File: src/rtl/dff_pkg.sv
// rtl/dff_pkg.sv - shared helpers for the dff_pipe retiming pipe
package dff_pkg;

    // Bits needed to hold a count from 0 to depth inclusive.
    function automatic int cnt_width(input int depth);
        int w;
        w = 1;
        for (int i = 1; i < 31; i++) begin
            if ((1 << i) < depth + 1) begin
                w = i + 1;
            end
        end
        return w;
    endfunction

endpackage

File: src/rtl/dff_pipe_stage.sv
// rtl/dff_pipe_stage.sv - one valid+data register pair of the pipe
module dff_pipe_stage #(
    parameter int WIDTH = 8
) (
    input  logic             clk,
    input  logic             rst,
    input  logic             flush,
    input  logic             load,
    input  logic [WIDTH-1:0] load_data,
    input  logic             drain,
    output logic             v,
    output logic [WIDTH-1:0] d
);

    always_ff @(posedge clk or posedge rst) begin
        if (rst) begin
            v <= 1'b0;
            d <= '0;
        end else begin
            if (flush) begin
                v <= 1'b0;
            end else if (load) begin
                v <= 1'b1;
            end else if (drain) begin
                v <= 1'b0;
            end
            // Data is left stale when valid drops; only reset zeroes it.
            if (load && !flush) begin
                d <= load_data;
            end
        end
    end

endmodule

File: src/rtl/dff_pipe.sv
// rtl/dff_pipe.sv - DEPTH-stage valid/ready register pipe with flush and occupancy count
module dff_pipe
    import dff_pkg::*;
#(
    parameter int WIDTH = 8,
    parameter int DEPTH = 4
) (
    input  logic                        clk,
    input  logic                        rst,
    input  logic                        in_valid,
    input  logic [WIDTH-1:0]            din,
    output logic                        in_ready,
    output logic                        out_valid,
    output logic [WIDTH-1:0]            dout,
    input  logic                        out_ready,
    input  logic                        flush,
    output logic [cnt_width(DEPTH)-1:0] count
);

    localparam int CNT_W = cnt_width(DEPTH);

    logic [DEPTH-1:0] v;
    logic [DEPTH-1:0] adv;
    logic [WIDTH-1:0] d [DEPTH];
    logic             in_xfer;
    logic             out_xfer;

    assign out_valid = v[DEPTH-1] & ~flush;
    assign out_xfer  = out_valid & out_ready;
    assign dout      = d[DEPTH-1];

    // Ready ripples combinationally from the consumer back to the producer.
    always_comb begin
        adv = '0;
        adv[DEPTH-1] = out_xfer;
        for (int i = DEPTH - 2; i >= 0; i--) begin
            adv[i] = v[i] & (~v[i+1] | adv[i+1]);
        end
    end

    assign in_ready = ~rst & ~flush & (~v[0] | adv[0]);
    assign in_xfer  = in_valid & in_ready;

    for (genvar g = 0; g < DEPTH; g++) begin : g_stage
        logic             stage_load;
        logic [WIDTH-1:0] stage_data;
        if (g == 0) begin : g_head
            assign stage_load = in_xfer;
            assign stage_data = din;
        end else begin : g_body
            assign stage_load = adv[g-1];
            assign stage_data = d[g-1];
        end
        dff_pipe_stage #(.WIDTH(WIDTH)) u_stage (
            .clk       (clk),
            .rst       (rst),
            .flush     (flush),
            .load      (stage_load),
            .load_data (stage_data),
            .drain     (adv[g]),
            .v         (v[g]),
            .d         (d[g])
        );
    end

    always_ff @(posedge clk or posedge rst) begin
        if (rst) begin
            count <= '0;
        end else if (flush) begin
            count <= '0;
        end else begin
            case ({in_xfer, out_xfer})
                2'b10:   count <= count + CNT_W'(1);
                2'b01:   count <= count - CNT_W'(1);
                default: count <= count;
            endcase
        end
    end

endmodule

File: config.mk
export PLATFORM = sky130hd
export DESIGN_NAME = dff_pipe
export DESIGN_NICKNAME = d
export VERILOG_FILES = /design/src/rtl/dff_pkg.sv /design/src/rtl/dff_pipe_stage.sv /design/src/rtl/dff_pipe.sv
export SDC_FILE = /design/constraint.sdc
export NUM_CORES = 1
export LEC_CHECK = 0
export ABC_AREA = 1
export BUFFER_PORTS_ARGS = -buffer_cell sky130_fd_sc_hd__buf_2
export CORE_AREA = 3 3 78 80
export CTS_BUF_LIST = sky130_fd_sc_hd__clkbuf_16
export CTS_CLUSTER_DIAMETER = 60
export DETAILED_ROUTE_END_ITERATION = 6
export DIE_AREA = 0 0 81 83
export PLACE_DENSITY = 0.56
export SYNTH_ARGS = -nofsm -noshare
export SYNTH_HDL_FRONTEND = slang
export SYNTH_SLANG_ARGS = --single-unit
export TNS_END_PERCENT = 20
File: constraint.sdc
create_clock -name clk -period 2.8 [get_ports clk]
set_clock_uncertainty 0.05 [all_clocks]
set_input_delay 0.14 -clock clk [delete_from_list [all_inputs] [get_ports clk]]
set_output_delay 0.14 -clock clk [all_outputs]
set_load 0.03 [all_outputs]
==> flow_summary.yaml, run 1 <==
timing:
  hold_violations: 0
  worst_pin_slew_ps: 485
  fin_tns_setup_ps: 0
  rsz0062_at_grt: "false"
  worst_slack_ps: 632
  slew-limit-headroom_pct: 67.7
  fmaxAchievable_mhz: 461
  setup-violations-final: 0
  min_period_over_period_pct: 77.4
  period_needed_ps: 2170
  maxSlewViolCount: 0
power:
  p_leak_uw: 0.00107
  net-switching-power_uw: 416
  clock_power_share_pct: 35.0
  power_per_cell_area_nw_per_um2: 747
  switching_share_pct: 27.6
  finalPower_uw: 1510
  combPwrFrac_pct: 16.8
  seq_power_share_pct: 48.1
  cell_internal_pwr_uw: 1090
  ir_drop_mv: 0.273
setup_path:
  cp_top_family: "simple AND/OR/NAND/NOR gates"
  cpMaxStageDelayCell: "dlygate4sd3_1"
  endpoint_kind: "flip-flop"
  crit_fanout: 19
  path_cells: "dlygate4sd3_1 > buf_2 > nor2_1 > nand3_4 > nand2_4 > inv_1 > fa_1 > xnor2_1 > inv_1 > nand2_1 > nand2_1 > nand2_1 > nand2_1"
  critPathKind: "input pin to flip-flop"
  cp.required_ps: 2920
  crit_path_frequent_cell: "nand2_1"
  max_stage_delay_ps: 530
  cp.arrival_ps: 2290
  path_buf_inv: 4
  worst_setup_path_start_kind: "input pin"
floorplan:
  fp.dieArea_um2: 6720
  die_h_um: 83
  rows: 27
  coreArea_um2: 5470
  start_util_pct: 30.7
  die_w_um: 81
  io_pins: 26
synthesis:
  async_reset_ff_share_pct: 100
  synth_nets: 174
  synth.most_common_cell: "dfrtp_1"
  ys.flop_type: "dfrtp_1"
  ys_seq_elements: 39
  yosysTopAreaCellShare_pct: 58.1
  avgSynthCellArea_um2: 10.5
  synth.area.top_cells: "dfrtp_1, nand2_1, inv_1"
  synth_cells: 160
  yosysWarnings: 0
  synth-edff-count: 0
  synth_area_leader_cell: "dfrtp_1"
  synth_area_um2: 1680
  synth-seq-area-share_pct: 58.1
  synth_commonest_cells: "dfrtp_1, nand2_1, inv_1"
  ys_types: 25
clock_network:
  clock_path_buffers: 2
  cts_buffers: 5
  post-cts-setup-buffer-count: 0
  post_cts_resize_count: 0
  root_buffer: "clkbuf_16"
  path_clk_slew_ps: 50
  clk_latency_ps: 270
  cts_tree: "yes"
  htree_num_levels: 2
  clock_sinks: 39
final_layout:
  finish.utilization_pct: 36.9
  antennaDiodeCount: 0
  areaGrowthSynthToFinish_pct: 20.3
  fill_cells: 584
  num-nets-final: 205
  drive_gt1_share_pct: 28.1
global_routing:
  grt_overflow: 0
  first_global_vias: 1055
  grt_antenna_before_repair: 0
  grt_pass1_wl_um: 4860
  grt_max_degree: 40
  grt.total_usage_pct: 9.40
drt:
  wirelength_um: 2740
  routed_via_density: 4.10
  ant_nets: 0
  wl_per_cell_um: 10.4
  drt-initial-drc-count: 48
  drc_errors: 0
  num_vias: 1083
  firstDrtPassIters: 4
min_path:
  min_path_type: "input pin to flip-flop"
place:
  dpl.hpwl_um: 2010
  pre_cts_ws_ps: 809
  gp_congestion: 0.771
  io_buffers: 25
run_status:
  status: "completed"
flow_run:
  maxCapViolations: 0
worst register-to-register path, cell delays in order, from the launching register on:
cell	delay [ps]
dfrtp_1	460
nand4_4	150
nand3_4	180
nand2_4	140
inv_1	60
fa_1	380
xnor2_1	200
inv_1	60
nand2_1	60
nand2_1	40
nand2_1	50
nand2_1	40
power by group through the flow:
stage               clock, uW  sequential, uW  combinational, uW
floorplan                   0             794                124
global placement            0             734                252
detailed placement          0             737                259
CTS                       548             728                260
global route              577             742                284
finish                    529             726                254
cell type report:
cell class / count / area, um2 / share of cell area, %
Sequential cell: 39 / 976 / 48.3
Multi-Input combinational cell: 90 / 563 / 27.9
Timing Repair Buffer: 27 / 143 / 7.06
Clock buffer: 5 / 125 / 6.19
Inverter: 28 / 108 / 5.33
Tap cell: 72 / 90.1 / 4.46
Clock inverter: 3 / 16.3 / 0.805
sequential cells by signal, summed over array words and instances (netlist names):
name / count
g_stage.u_stage.d: 32
g_stage.u_stage.v: 4
count: 3
layout by cell type (no fill, tap or decap), types with 2 or more instances in the layout:
cell,netlist,layout
o21ai_0,16,16
dfrtp_1,39,39
nand2_1,26,26
a21oi_1,11,11
inv_1,25,26
clkbuf_16,0,5
inv_2,2,2
nand2_2,2,2
nand4_1,4,4
buf_2,0,25
nor2_1,11,11
mux2_2,7,7
nand3_4,3,3
routing by layer:
layer	share of wire [%]	vias to the layer above	global-route usage, %
met1	48	480	12.0
met4	2.6	0	5.07
met2	45	20	13.7
met3	4.3	6	3.25
met5	0	-	0
li1	-	577	-
cells by family after synthesis:
group	after synthesis	share of synthesized area (%)
simple gates	51	17.1
flops	39	58.1
buf+inv	31	8.41
compound gates	30	9.98
mux	7	4.69
xor+xnor	1	0.521
fa+ha+maj	1	1.19
through the flow:
stage | hold WS, ps | area, um2 | cells
after floorplan | 153 | 1680 | 160
after global placement | 252 | 1870 | 255
after detailed placement | 255 | 1870 | 255
after CTS | 61.0 | 2020 | 264
after global routing | 56.2 | 2020 | 264
final | 62.3 | 2020 | 264
final timing paths:
kind	slack (ps)	cells after the start	end	startpoint
hold / removal	60	3	g_stage[0].u_stage.d[3]	din[3]
max in group asynchronous	1870	4	g_stage[2].u_stage.d[7]	rst
hold reg to reg	430	2	g_stage[3].u_stage.d[6]	g_stage[3].u_stage.d[6]
setup / recovery	630	13	count[2]	rst
setup reg to reg	830	11	count[2]	g_stage[1].u_stage.v
min in group asynchronous	490	4	count[1]	rst
repair_timing:
action                                  in CTS  in global routing
endpoints found under the setup margin       0                  0
hold endpoints to repair                    39                  0
hold buffers                                 1                  0
Power figures use the tool's default switching activity.
==> run 2: changes to the inputs <==
==> constraint.sdc (replaced) <==
create_clock -name clk -period 2.2 [get_ports clk]
set_clock_uncertainty 0.05 [all_clocks]
set_input_delay 0.11 -clock clk [delete_from_list [all_inputs] [get_ports clk]]
set_output_delay 0.11 -clock clk [all_outputs]
set_load 0.03 [all_outputs]
==> flow_summary.yaml, run 2 (synthesis results as in run 1) <==
run_status:
  status: "completed"
global_routing:
  first_global_vias: 1022
  grt_pass1_wl_um: 4820
  grt_antenna_before_repair: 0
  grt_overflow: 0
  grt.total_usage_pct: 9.32
  grt_max_degree: 40
floorplan:
  die_h_um: 83
  fp.dieArea_um2: 6720
  coreArea_um2: 5470
  rows: 27
  die_w_um: 81
  start_util_pct: 30.7
  io_pins: 26
setup_path:
  r2r_slack_ps: 390
  cp_top_family: "buffers and inverters"
  cp.required_ps: 2320
  reg2regPathDepth: 13
  cpMaxStageDelayCell: "dlygate4sd3_1"
  cp.arrival_ps: 2090
  path_depth: 13
  worst_setup_path_start_kind: "input pin"
  r2r_end: "count[2]"
  path_cells: "dlygate4sd3_1 > buf_2 > nor2_1 > nand3_4 > nand2_4 > inv_1 > fa_1 > xnor2_1 > inv_1 > nand2_1 > nand2_1 > nand2_1 > nand2_1"
  endpoint_kind: "flip-flop"
  crit_path_frequent_cell: "nand2_1"
  crit_fanout: 6
  max_stage_delay_ps: 540
  r2r_start: "g_stage[3].u_stage.v"
  critPathKind: "input pin to flip-flop"
  path_buf_inv: 4
power:
  p_leak_uw: 0.00108
  power_per_cell_area_nw_per_um2: 1000
  finalPower_uw: 2060
  ir_drop_mv: 0.368
drt:
  wirelength_um: 2700
  routed_via_density: 4.09
  firstDrtPassIters: 4
  ant_nets: 0
  wl_per_cell_um: 10.2
  num_vias: 1084
  drt-initial-drc-count: 40
  drc_errors: 0
min_path:
  whs_endpoint: "g_stage[0].u_stage.d[1]"
  min_path_type: "input pin to flip-flop"
  worstHoldStart: "din[1]"
  hold_depth: 3
flow_run:
  maxCapViolations: 0
final_layout:
  largest_register: "g_stage.u_stage.d"
  drive_gt1_share_pct: 29.0
  final_cell_mix: "dfrtp_1, nand2_1, inv_1, buf_2, o21ai_0"
  areaGrowthSynthToFinish_pct: 22.3
  mostFrequentLayoutCell: "dfrtp_1"
  num-nets-final: 206
  largest_reg_flops: 32
  antennaDiodeCount: 0
  largestRegisters: "g_stage.u_stage.d x32, g_stage.u_stage.v x4, count x3"
place:
  io_buffers: 25
  dpl.hpwl_um: 1890
  gp_congestion: 0.705
timing:
  setup-violations-final: 0
  rsz0062_at_grt: "false"
  fin_tns_setup_ps: 0
  hold_violations: 0
  slew-limit-headroom_pct: 68.1
  hold_ws_ps: 19.9
  maxSlewViolCount: 0
  fmaxAchievable_mhz: 508
  min_period_over_period_pct: 89.5
  period_needed_ps: 1970
  worst_pin_slew_ps: 479
clock_network:
  root_buffer: "clkbuf_16"
  clk_latency_ps: 280
  clock_sinks: 39
  htree_num_levels: 2
  clock_path_buffers: 2
  path_clk_slew_ps: 60
  cts_buffers: 5
  cts_tree: "yes"
  post_cts_resize_count: 0
  post-cts-setup-buffer-count: 0
[run 2: changes by cell type in the layout (fill, tap and decap cells not counted)]
cell,before,now
buf_4,1,2
bufinv_16,0,1
clkinv_4,0,1
clkinvlp_4,1,0
inv_1,26,25
[run 2: routing by layer]
metal	track usage, %	wire, um
met2	12.6	1090
met1	12.6	1350
met5	0	0
met4	5.07	74
met3	3.69	176
[run 2: worst max path at each step]
stage	slack, ps	startpoint	end
global placement	440	g_stage[1].u_stage.v	count[2]
detailed placement	370	g_stage[3].u_stage.v	count[2]
CTS	230	rst	count[2]
floorplan	310	g_stage[3].u_stage.v	count[2]
global route	40	rst	count[2]
finish	230	rst	count[2]
[run 2: report_power, final]
group          total, uW  leakage, uW  internal (uW)  switching [uW]
clock network        817    0.0000838            534             283
logic                324     0.000515            119             205
registers            923     0.000486            860            62.5
[run 2: tightest hold or removal path: stages]
cell	delay, ps
buf_2	90
inv_1	30
o21ai_0	70
[run 2: cell type report]
cell class / instances / area, um2
fill: 580 / 3420
sequential: 39 / 976
multi-input combinational: 90 / 563
timing repair buffer: 28 / 150
clock buffer: 5 / 125
inverter: 28 / 108
tap: 72 / 90.1
clock inverter: 3 / 43.8
[run 2: timing repair]
item,CTS,global route
hold buffers,1,0
setup endpoints to repair,0,0
endpoints found under the hold margin,39,0
[run 2: metrics by stage]
step / util (%) / instance area (um2) / cells / setup WS, ps
global placement: 34.3 / 1880 / 256 / 439
CTS: 37.6 / 2060 / 265 / 228
global route: 37.6 / 2060 / 265 / 44.7
finish: 37.6 / 2060 / 265 / 232
floorplan: - / 1680 / 160 / 310
detailed placement: 34.3 / 1880 / 256 / 368
